**config.mk**
```make
export PLATFORM = sky130hd
export DESIGN_NAME = text_draw_controller
export DESIGN_NICKNAME = d
export VERILOG_FILES = /design/src/rtl/text_draw_controller_pkg.sv /design/src/rtl/text_draw_controller_text_cursor.sv /design/src/rtl/text_draw_controller.sv
export SDC_FILE = /design/constraint.sdc
export NUM_CORES = 1
export LEC_CHECK = 0
export ABC_AREA = 0
export BUFFER_PORTS_ARGS = -buffer_cell sky130_fd_sc_hd__buf_2
export CORE_UTILIZATION = 55
export CTS_CLUSTER_DIAMETER = 30
export DETAILED_ROUTE_END_ITERATION = 8
export GPL_TIMING_DRIVEN = 0
export HOLD_SLACK_MARGIN = 0.15
export PLACE_DENSITY_LB_ADDON = 0.08
export SLEW_MARGIN = 20
export SYNTH_ARGS = -nofsm -noshare
export SYNTH_HDL_FRONTEND = slang
export SYNTH_HIERARCHICAL = 1
export SYNTH_SLANG_ARGS = --single-unit
```
**constraint.sdc**
```tcl
create_clock -name clk -period 3.91 [get_ports clk]
set_input_delay 0.391 -clock clk [delete_from_list [all_inputs] [get_ports clk]]
set_output_delay 0.391 -clock clk [all_outputs]
set_load 0.1 [all_outputs]
```
**src/rtl/text_draw_controller_pkg.sv**
```systemverilog
// Shared constants, glyph codes, pixel index helpers and state encoding
// for the text draw controller and its cursor.
package text_draw_controller_pkg;

  localparam int SCREEN_W = 160;
  localparam int SCREEN_H = 120;
  localparam int ORIGIN_X = 2;
  localparam int ORIGIN_Y = 2;
  localparam int PITCH_X  = 5;
  localparam int PITCH_Y  = 6;
  localparam int GLYPH_SZ = 4;

  localparam logic [2:0] FG = 3'b111;
  localparam logic [2:0] BG = 3'b000;

  localparam logic [4:0] CODE_SPACE = 5'd0;
  localparam logic [4:0] CODE_A     = 5'd1;
  localparam logic [4:0] CODE_Z     = 5'd26;

  localparam logic [3:0] IDX_LAST = 4'd15;

  typedef enum logic [1:0] {
    ST_IDLE   = 2'd0,
    ST_CLEAR  = 2'd1,
    ST_DRAW   = 2'd2,
    ST_FINISH = 2'd3
  } state_t;

  // Glyph pixel index: [3:2] selects the row, [1:0] the column.
  function automatic logic [1:0] idx_row(input logic [3:0] idx);
    return idx[3:2];
  endfunction

  function automatic logic [1:0] idx_col(input logic [3:0] idx);
    return idx[1:0];
  endfunction

endpackage

```
**src/rtl/text_draw_controller_text_cursor.sv**
```systemverilog
// Text cursor: advances one glyph cell with line and screen wrap, or homes
// to the origin. Arithmetic is one bit wider than the outputs need.
module text_cursor
  import text_draw_controller_pkg::*;
(
  input  logic       clk,
  input  logic       reset,
  input  logic       i_advance,
  input  logic       i_home,
  output logic [8:0] o_cursor_x,
  output logic [7:0] o_cursor_y
);

  logic [8:0] r_x;
  logic [7:0] r_y;
  logic [8:0] w_step_x;
  logic [7:0] w_line_y;
  logic       w_wrap_line;
  logic       w_wrap_screen;

  assign w_step_x      = r_x + 9'(PITCH_X);
  assign w_wrap_line   = (w_step_x + 9'(GLYPH_SZ)) > 9'(SCREEN_W);
  assign w_line_y      = r_y + 8'(PITCH_Y);
  assign w_wrap_screen = (w_line_y + 8'(GLYPH_SZ)) > 8'(SCREEN_H);

  always_ff @(posedge clk or posedge reset) begin
    if (reset) begin
      r_x <= 9'(ORIGIN_X);
      r_y <= 8'(ORIGIN_Y);
    end else if (i_home) begin
      r_x <= 9'(ORIGIN_X);
      r_y <= 8'(ORIGIN_Y);
    end else if (i_advance) begin
      if (w_wrap_line) begin
        r_x <= 9'(ORIGIN_X);
        r_y <= w_wrap_screen ? 8'(ORIGIN_Y) : w_line_y;
      end else begin
        r_x <= w_step_x;
      end
    end
  end

  assign o_cursor_x = r_x;
  assign o_cursor_y = r_y;

endmodule

```
**src/rtl/text_draw_controller.sv**
```systemverilog
// Text draw controller: accepts letter codes, walks the glyph ROM 16 pixels
// per character into the framebuffer, and performs full-screen clears.
module text_draw_controller
  import text_draw_controller_pkg::*;
(
  input  logic       clk,
  input  logic       reset,
  input  logic       char_valid,
  input  logic [4:0] char_code,
  output logic       char_ready,
  input  logic       clear_req,
  output logic [4:0] rom_char,
  output logic [3:0] rom_index,
  input  logic       glyph_bit,
  output logic [7:0] x,
  output logic [6:0] y,
  output logic [2:0] colour,
  output logic       plot,
  output logic       busy,
  output logic       done
);

  state_t     r_state, w_next_state;
  logic [3:0] r_idx;
  logic [4:0] r_code;
  logic [8:0] r_sweep_x;
  logic [7:0] r_sweep_y;
  logic       r_clear_op;
  logic [7:0] r_x;
  logic [6:0] r_y;
  logic [2:0] r_colour;

  logic       w_char_ready;
  logic       w_accept;
  logic       w_plot;
  logic       w_done;
  logic       w_advance;
  logic       w_home;
  logic [3:0] w_rom_index;
  logic [7:0] w_x;
  logic [6:0] w_y;
  logic [2:0] w_colour;
  logic [8:0] w_cursor_x;
  logic [7:0] w_cursor_y;
  logic       w_is_letter;
  logic       w_sweep_last;

  text_cursor u_cursor (
    .clk        (clk),
    .reset      (reset),
    .i_advance  (w_advance),
    .i_home     (w_home),
    .o_cursor_x (w_cursor_x),
    .o_cursor_y (w_cursor_y)
  );

  assign w_is_letter  = (r_code >= CODE_A) && (r_code <= CODE_Z);
  assign w_sweep_last = (r_sweep_x == 9'(SCREEN_W - 1)) && (r_sweep_y == 8'(SCREEN_H - 1));
  assign w_accept     = char_valid && w_char_ready;

  // Pixel outputs fall back to the last plotted values so they stay stable when idle.
  always_comb begin
    w_next_state = r_state;
    w_char_ready = 1'b0;
    w_plot       = 1'b0;
    w_done       = 1'b0;
    w_advance    = 1'b0;
    w_home       = 1'b0;
    w_rom_index  = 4'd0;
    w_x          = r_x;
    w_y          = r_y;
    w_colour     = r_colour;
    case (r_state)
      ST_IDLE: begin
        w_char_ready = !clear_req && !reset;
        if (clear_req) begin
          w_next_state = ST_CLEAR;
        end else if (char_valid) begin
          w_next_state = ST_DRAW;
        end
      end
      ST_DRAW: begin
        w_plot      = 1'b1;
        w_rom_index = r_idx;
        w_x         = 8'(w_cursor_x + {7'd0, idx_col(r_idx)});
        w_y         = 7'(w_cursor_y + {6'd0, idx_row(r_idx)});
        w_colour    = (glyph_bit && w_is_letter) ? FG : BG;
        if (r_idx == IDX_LAST) begin
          w_next_state = ST_FINISH;
        end
      end
      ST_CLEAR: begin
        w_plot   = 1'b1;
        w_x      = 8'(r_sweep_x);
        w_y      = 7'(r_sweep_y);
        w_colour = BG;
        if (w_sweep_last) begin
          w_next_state = ST_FINISH;
        end
      end
      ST_FINISH: begin
        w_done       = 1'b1;
        w_home       = r_clear_op;
        w_advance    = !r_clear_op;
        w_next_state = ST_IDLE;
      end
      default: w_next_state = ST_IDLE;
    endcase
  end

  always_ff @(posedge clk or posedge reset) begin
    if (reset) begin
      r_state    <= ST_IDLE;
      r_idx      <= 4'd0;
      r_code     <= 5'd0;
      r_sweep_x  <= 9'd0;
      r_sweep_y  <= 8'd0;
      r_clear_op <= 1'b0;
      r_x        <= 8'd0;
      r_y        <= 7'd0;
      r_colour   <= 3'd0;
    end else begin
      r_state <= w_next_state;
      if (w_plot) begin
        r_x      <= w_x;
        r_y      <= w_y;
        r_colour <= w_colour;
      end
      case (r_state)
        ST_IDLE: begin
          if (clear_req) begin
            r_clear_op <= 1'b1;
            r_sweep_x  <= 9'd0;
            r_sweep_y  <= 8'd0;
          end else if (w_accept) begin
            r_clear_op <= 1'b0;
            r_code     <= char_code;
            r_idx      <= 4'd0;
          end
        end
        ST_DRAW: r_idx <= r_idx + 4'd1;
        // x is the inner sweep counter.
        ST_CLEAR: begin
          if (r_sweep_x == 9'(SCREEN_W - 1)) begin
            r_sweep_x <= 9'd0;
            r_sweep_y <= r_sweep_y + 8'd1;
          end else begin
            r_sweep_x <= r_sweep_x + 9'd1;
          end
        end
        default: ;
      endcase
    end
  end

  assign char_ready = w_char_ready;
  assign rom_char   = r_code;
  assign rom_index  = w_rom_index;
  assign x          = w_x;
  assign y          = w_y;
  assign colour     = w_colour;
  assign plot       = w_plot;
  assign busy       = (r_state != ST_IDLE);
  assign done       = w_done;

endmodule

```
==> results.ini, run 1 <==
[timing]
rsz0062_at_grt = false
period_share = 0.8784
hold_viol_final = 0
whs_ns = 0.2772
clock_skew_ns = 0.01109
relSlewSlack = 0.4954
min_period_ns = 3.435
worst_slew_pin_slew_ns = 0.7542
fmax_mhz = 291.2
maxSlewViolCount = 0
final-setup-viol-count = 0

[clocking]
clk_pin_slew_worst_paths_ns = 0.08
cts_made_buffers = 9
cts_tree = done
root_buffer = clkbuf_8
htree_levels = 3
clock_sinks = 63
clock_latency_ns = 0.34
ctsLongestPathBuffers = 2

[synth]
ys_types = 64
yosysSeqAreaShare = 0.3924
syn_area_sq_um = 4024
syn_nets = 464
yosysWarnings = 6
synth_cells = 435
synth_edf_count = 0
async_flop_share = 1.000
synth_flop_cell = dfrtp_1
syn_avg_cell_area_sq_um = 9.250
synth-seq-cells = 63

[grt]
grt_pass1_vias = 3241
grt_pass1_wl_mm = 15.62
gr-total-overflow = 0
grtUsageTotal = 0.2660
grt_max_degree = 25
antenna_found_initial = 0

[finish]
antenna_cells = 0
area_growth_pct = 14.61
fillers = 590
nNetsFinal = 517
layout-drive-gt1-share = 0.1866

[floorplan]
rows = 30
dieHeight_microns = 87.54
die_x_microns = 87.54
start_util = 0.5795
die-area_sq_um = 7662
top_level_ports = 41
core_sq_um = 6944

[detailed_routing]
vias = 3494
drtIter0Drc = 158
wl_per_cell_microns = 15.98
wl_mm = 9.412
vias_per_cell = 5.932
drtPass1Iterations = 5
route.antenna.remaining_nets = 0
drc = 0

[setup_path]
start_kind = register
reg2reg_slack_ns = 0.48
required_ns = 4.13
arrival_ns = 3.65
critical_path_class = register to register
cp-end-kind = register
crit_fanout = 9

[placed_design]
io_buffers = 40
hpwl_mm = 6.963
gp_routability_congestion = 0.8692

[run_status]
outcome = finished, final reports clean

[min_path]
hold_class = input pin to register

[job]
drv_cap = 0

[path summary, 6_finish.rpt]
| path | startpoint | to | depth (start not counted) |
|---|---|---|---|
| max | u_cursor/o_cursor_y[1]$_DFFE_PP1P_ | u_cursor/o_cursor_y[4]$_DFFE_PP0P_ | 11 |
| min | char_code[3] | rom_char[3]$_DFFE_PP0P_ | 2 |
| max reg2reg | u_cursor/o_cursor_y[1]$_DFFE_PP1P_ | u_cursor/o_cursor_y[4]$_DFFE_PP0P_ | 11 |
| min reg2reg | r_colour[2]$_DFFE_PP0N_ | r_colour[2]$_DFFE_PP0N_ | 1 |
| max in group asynchronous | reset | r_x[0]$_DFFE_PP0N_ | 4 |
| min in group asynchronous | reset | rom_char[4]$_DFFE_PP0P_ | 3 |
[cells in the mapped netlist (3+ instances only)]
library cell   n  share of area
nand3_1       15          0.019
nand4_1        6         0.0093
a22oi_1        4         0.0075
inv_1         16          0.015
nand3b_1       3         0.0056
o31ai_1        9          0.017
a21o_1         7          0.013
clkbuf_1      12          0.011
nand2_1       37          0.035
nor2b_1        3         0.0047
buf_2          4         0.0050
or4_1          4         0.0075
xnor2_1        9          0.020
and2_1         8          0.012
a31oi_1       14          0.022
nor3_1        13          0.016
nand2b_1       3         0.0047
mux2_2         7          0.020
o22ai_1        4         0.0062
mux2i_1       11          0.027
and3_1         6         0.0093
o21a_1         6          0.011
a21oi_1       21          0.026
nor2_1        39          0.036
buf_4          3         0.0056
o21ai_0       29          0.036
xor2_1         8          0.017
a22o_1        11          0.024
ha_1          17          0.053
dfrtp_1       61           0.38
a221oi_1       4         0.0087
[area by class of cell]
type                    count  area, sq um  area share
plain buffers              23        131.4     0.02849
multi-input cells         333         2278      0.4940
repair buffers             42        230.2     0.04992
clock buffers              10        127.6     0.02767
clock inverters             6        85.08     0.01845
well taps                  96        120.1     0.02604
inverters                  16        60.06     0.01302
flip-flops and latches     63         1579      0.3424
[routing by layer]
layer  GRT usage  share of wire  vias to the layer above  wire length (microns)
met5           0              0                        -                      0
met2      0.4553           0.51                       61                   4773
met3     0.03299          0.025                       14                    237
met4     0.09836          0.017                        0                    159
li1            -              -                     1697                      -
met1      0.3465           0.45                     1722                   4243
[logic make-up (layout without fill, tap and decap cells)]
| kind of cell | Yosys count | after routing | share of synthesized area |
|---|---|---|---|
| xor+xnor | 17 | 17 | 0.03700 |
| mux | 19 | 19 | 0.05069 |
| compound gates | 127 | 127 | 0.2164 |
| simple gates | 150 | 150 | 0.1922 |
| buf+inv | 39 | 97 | 0.04757 |
| flops | 63 | 63 | 0.3924 |
| other cells | 1 | 1 | 0.0009319 |
| fa+ha+maj | 19 | 19 | 0.06281 |
[placed cells by master (no fill, tap or decap), drive strengths merged, types with 3 or more instances in the layout]
cell type   n
a22o       11
buf        50
clkbuf     24
a221oi      5
xor2        8
o21a        7
o22ai       5
and3        7
nand3b      3
nor2       40
inv        16
mux2i      11
nor3       13
dfrtp      61
nand4       6
ha         17
and2        8
o21ai      29
o31ai       9
or4         4
mux2        8
a31oi      14
a21o        8
a22oi       4
nand3      15
nand2      37
xnor2       9
nand2b      3
a21oi      21
nor2b       3
[stage by stage]
step	cells	TNS [ns]	util	instance area (sq um)	setup slack, ns
after floorplan	435	-0.7010	-	4049	-0.3505
after global placement	571	0	0.6292	4369	0.6135
after detailed placement	572	0	0.6321	4389	0.5059
after CTS	589	0	0.6641	4612	0.4896
after global routing	589	0	0.6641	4612	0.1645
final	589	0	0.6641	4612	0.4754
[registers in the layout (all words and copies together) (netlist names)]
register and flops:
r_y 7, r_idx 4, u_cursor/o_cursor_x 9, r_state 2, r_colour 3, r_clear_op 1
r_sweep_x 9, u_cursor/o_cursor_y 7, rom_char 5, r_sweep_y 8, r_x 8
[critical path, stage by stage, from the launching register on]
cell	delay (ns)
dfstp_2	0.63
inv_1	0.11
ha_1	0.30
xnor2_1	0.22
ha_1	0.19
xor2_1	0.22
mux2i_1	0.27
a41oi_1	0.14
o31a_1	0.29
o21bai_1	0.54
nor2_1	0.11
a211o_1	0.28
[what timing repair did]
action	CTS	global route
buffers inserted	0	0
gates resized for setup	0	0
endpoints found under the hold margin	12	0
hold buffers	1	0
Power of run 1 is not shown: default switching activity piles up to over one toggle a cycle in this logic, so the estimate is an artifact.
==> run 2, diff against run 1 <==
Clock period 3.91 ns to 4.1 ns, I/O delays scaled along.
==> run 2 against run 1 <==
Net effect: cell count stayed put; via count is 0.20% higher; global-route usage is 0.86 points higher; clock skew is 0.0037 ns lower; non-clock buffer count stayed put; wire length is 1.6% higher; sequential share of layout area is 0.21 points higher; count of clock-buffer cells in the layout is 3 higher; largest cell class unchanged; highest routed layer unchanged.
==> results.ini, run 2 (synthesized netlist as in run 1, its figures left out) <==
[run_status]
outcome = finished, final reports clean

[finish]
antenna_cells = 0
final_cell_mix = dfrtp_1 (61), buf_2 (44), nor2_1 (39)
area_growth_pct = 13.90
nNetsFinal = 517
layout-drive-gt1-share = 0.1785
final_cell_count_no_fill = 589
layout_commonest_cell = dfrtp_1
final_area_sq_um = 4583

[clocking]
post_cts_buffers = 0
cts_tree = done
root_buffer = clkbuf_8
cts_made_buffers = 9
ctsLongestPathBuffers = 2
clock_sinks = 63
clock_latency_ns = 0.35
htree_levels = 3
clk_pin_slew_worst_paths_ns = 0.07

[setup_path]
arrival_ns = 3.64
start_kind = register
critical_path_class = register to register
slowest_delay_ns = 0.63
cp-end-kind = register
path_cells = inv_1, ha_1, xnor2_1, ha_1, xor2_1, mux2i_1, a41oi_1, o31a_1, o21bai_1, nor2_1, a211o_1
required_ns = 4.34
crit_path_frequent_cell = ha_1
slowest_stage = dfstp_2
crit_fanout = 9

[detailed_routing]
route.antenna.remaining_nets = 0
drtIter0Drc = 168
drc = 0
vias = 3501
drtPass1Iterations = 5
wl_mm = 9.566
vias_per_cell = 5.944
wl_per_cell_microns = 16.24

[timing]
min_period_ns = 3.403
fmax_mhz = 293.9
final-setup-viol-count = 0
relSlewSlack = 0.5119
hold_viol_final = 0
setup_ws_ns = 0.6974
setup-tns-final_ns = 0
clock_skew_ns = 0.007406
rsz0062_at_grt = false
period_share = 0.8299
worst_slew_pin_slew_ns = 0.7294
maxSlewViolCount = 0

[placed_design]
dp_cells = 572
hpwl_mm = 6.994
gp_routability_congestion = 0.8533
io_buffers = 40
place_ws_ns = 0.7385
placed_area_sq_um = 4364

[min_path]
hold_class = input pin to register

[grt]
grt_max_degree = 32
grt_pass1_vias = 3352
grt_pass1_wl_mm = 15.99
gr-total-overflow = 0
grtUsageTotal = 0.2746
antenna_found_initial = 0

[floorplan]
top_level_ports = 41
start_util = 0.5795
dieHeight_microns = 87.54
rows = 30
die-area_sq_um = 7662
core_sq_um = 6944
die_x_microns = 87.54

[job]
drv_cap = 0

## run 2: cell count changes in the layout (fill, tap and decap cells not counted)
cell and delta:
a31oi_1 +4, a31oi_2 -4, bufinv_16 -1, clkbuf_8 +3, clkinvlp_4 -2
## run 2: routing by layer
layer | up-vias | part of all wire | track usage
met2 | 76 | 0.49 | 0.4510
met1 | 1703 | 0.45 | 0.3566
met4 | 0 | 0.016 | 0.08048
met3 | 19 | 0.041 | 0.07446
met5 | - | 0 | 0
li1 | 1703 | - | -
## run 2: path summary, 6_finish.rpt
kind | start | endpoint | slack [ns] | cells after the start
setup / recovery | u_cursor/o_cursor_y[1]$_DFFE_PP1P_ | u_cursor/o_cursor_y[4]$_DFFE_PP0P_ | 0.70 | 11
hold / removal | char_code[2] | rom_char[2]$_DFFE_PP0P_ | 0.29 | 2
setup reg to reg | u_cursor/o_cursor_y[1]$_DFFE_PP1P_ | u_cursor/o_cursor_y[4]$_DFFE_PP0P_ | 0.70 | 11
hold reg to reg | r_colour[0]$_DFFE_PP0N_ | r_colour[0]$_DFFE_PP0N_ | 0.48 | 1
max in group asynchronous | reset | u_cursor/o_cursor_x[0]$_DFFE_PP0P_ | 2.94 | 3
min in group asynchronous | reset | r_clear_op$_DFFE_PP0P_ | 0.64 | 3
## run 2: what timing repair did
item | CTS | global route
endpoints found under the hold margin | 16 | 0
gates resized for setup | 0 | 0
setup endpoints to repair | 0 | 0
hold buffers | 1 | 0
## run 2: per-stage QoR
step	hold slack, ns	utilization
3_5_place_dp	0.4640	0.6285
3_3_place_gp	0.4603	0.6256
6_report	0.2915	0.6600
4_1_cts	0.2876	0.6600
5_1_grt	0.2784	0.6600
2_1_floorplan	0.3223	-
## run 2: layout make-up
cell class / instances / area [sq um]
tap: 96 / 120.1
buffer: 23 / 131.4
sequential: 63 / 1579
inverter: 16 / 60.06
clock buffer: 13 / 168.9
timing repair buffer: 42 / 230.2
fill: 607 / 2361
multi-input combinational: 333 / 2253
clock inverter: 3 / 40.04
## run 2: worst max-delay path: cells and delay by family, from the launching register on
family	cells	cell delay [ns]
adders and majority gates	2	0.49
xor gates and xnor gates	2	0.44
buffers and inverters	1	0.11
DFF	1	0.63
muxes	1	0.26
and+or+nand+nor	1	0.12
AOI/OAI and AO/OA	4	1.24
Power of run 2 is left out for the same reason.
==> run 3, diff against run 2 <==
Settings changed: CORE_UTILIZATION 55 to 54.
Clock period 4.1 ns to 2.74 ns, I/O delays scaled along.
==> run 3 against run 2 <==
Net effect: wire length rose by 4.8%; clock skew fell by 0.0016 ns; die area increased by 1.8%; cell count rose by 1.9%; register-to-register slack worse by 0.62 ns; final area up 9.0%; hold slack got worse by 0.12 ns; via count rose by 1.7%; maximum frequency increased by 28%; largest cell class unchanged; first-iteration DRC count fell by 18%.
==> results.ini, run 3 (synthesized netlist as in run 1, its figures left out) <==
[run_status]
outcome = finished, final reports clean

[grt]
gr-total-overflow = 0
grt_max_degree = 27
grt_pass1_wl_mm = 16.35
grtUsageTotal = 0.2735
grt_pass1_vias = 3363
antenna_found_initial = 0

[clocking]
clk_pin_slew_worst_paths_ns = 0.07
cts_tree = done
htree_levels = 3
clock_latency_ns = 0.34
clock_sinks = 63
root_buffer = clkbuf_8
cts_made_buffers = 9
ctsLongestPathBuffers = 2

[timing]
fmax_mhz = 375.3
period_share = 0.9725
final-setup-viol-count = 0
min_period_ns = 2.665
worst_slew_pin_slew_ns = 0.7629
rsz0062_at_grt = true
relSlewSlack = 0.4895
maxSlewViolCount = 0
clock_skew_ns = 0.005830
setup_ws_ns = 0.07545
hold_viol_final = 0

[finish]
layout_commonest_cell = dfrtp_1
antenna_cells = 0
final_area_sq_um = 4996
final_cell_mix = dfrtp_1 (59), nand2_1 (37), nor2_1 (35)
layout-drive-gt1-share = 0.2754
area_growth_pct = 24.16
nNetsFinal = 525
fin_util = 0.6925

[floorplan]
die-area_sq_um = 7800
die_x_microns = 88.32
start_util = 0.5578
rows = 31
core_sq_um = 7214
dieHeight_microns = 88.32
top_level_ports = 41

[detailed_routing]
wl_mm = 10.02
drtPass1Iterations = 5
vias = 3559
vias_per_cell = 5.932
wl_per_cell_microns = 16.70
drtIter0Drc = 138
drc = 0
route.antenna.remaining_nets = 0

[placed_design]
gp_routability_congestion = 0.8675
place_ws_ns = -0.2261
io_buffers = 40
hpwl_mm = 7.214
placed_area_sq_um = 4551

[setup_path]
cp-end-kind = register
crit_fanout = 9
critical_path_class = register to register
crit_path_frequent_cell = buf_4
path_cells = buf_4, buf_4, a21o_2, and3_4, xnor2_1, or4b_4, a221o_1, buf_6, o22ai_1, a22o_1
start_kind = register
slowest_delay_ns = 0.56
arrival_ns = 2.94
required_ns = 3.01
slowest_stage = dfstp_2

[min_path]
hold_class = input pin to register

[job]
drv_cap = 0

[run 3: cell type report]
cell class,count,area (sq um)
plain buffers,22,140.1
clock buffers,13,168.9
clock inverters,3,40.04
fillers,573,2218
inverters,16,60.06
multi-input cells,333,2535
flip-flops and latches,63,1582
well taps,99,123.9
repair buffers,51,346.6
[run 3: metal layers]
layer	up-vias	global-route usage	share of wire
li1	1715	-	-
met4	0	0.1129	0.021
met5	-	0	0
met1	1752	0.3708	0.45
met2	77	0.4406	0.49
met3	15	0.03918	0.042
[run 3: path summary, 6_finish.rpt]
| check | from | to | slack, ns | depth (start not counted) |
|---|---|---|---|---|
| max | u_cursor/o_cursor_x[1]$_DFFE_PP1P_ | u_cursor/o_cursor_x[6]$_DFFE_PP0P_ | 0.08 | 10 |
| min | char_code[0] | rom_char[0]$_DFFE_PP0P_ | 0.17 | 2 |
| max reg2reg | u_cursor/o_cursor_x[1]$_DFFE_PP1P_ | u_cursor/o_cursor_x[6]$_DFFE_PP0P_ | 0.08 | 10 |
| min reg2reg | r_colour[0]$_DFFE_PP0N_ | r_colour[0]$_DFFE_PP0N_ | 0.49 | 1 |
| max in group asynchronous | reset | r_sweep_x[6]$_DFFE_PP0P_ | 1.66 | 4 |
| min in group asynchronous | reset | r_idx[3]$_DFFE_PP0P_ | 0.57 | 3 |
[run 3: critical path, delay by kind of cell, from the launching register on]
kind | cells | cell delay, ns
and+or+nand+nor | 2 | 0.75
AOI/OAI and AO/OA | 4 | 0.80
DFF | 1 | 0.56
buffers and inverters | 3 | 0.38
xor gates and xnor gates | 1 | 0.09
[run 3: repair_timing]
action	CTS	global route
setup endpoints to repair	26	33
pin swaps	2	9
hold endpoints to repair	35	0
hold buffers	1	0
buffers inserted	5	4
resized for setup	21	31
[run 3: stage by stage]
| stage | hold WS, ns | setup TNS [ns] | std cells |
|---|---|---|---|
| 3_3_place_gp | 0.4398 | -0.3400 | 574 |
| 4_1_cts | 0.1596 | 0 | 597 |
| 2_1_floorplan | 0.1863 | 0 | 435 |
| 6_report | 0.1714 | 0 | 600 |
| 5_1_grt | 0.1643 | -0.04561 | 600 |
| 3_5_place_dp | 0.3823 | -0.5056 | 575 |
Power of run 3 is left out for the same reason.
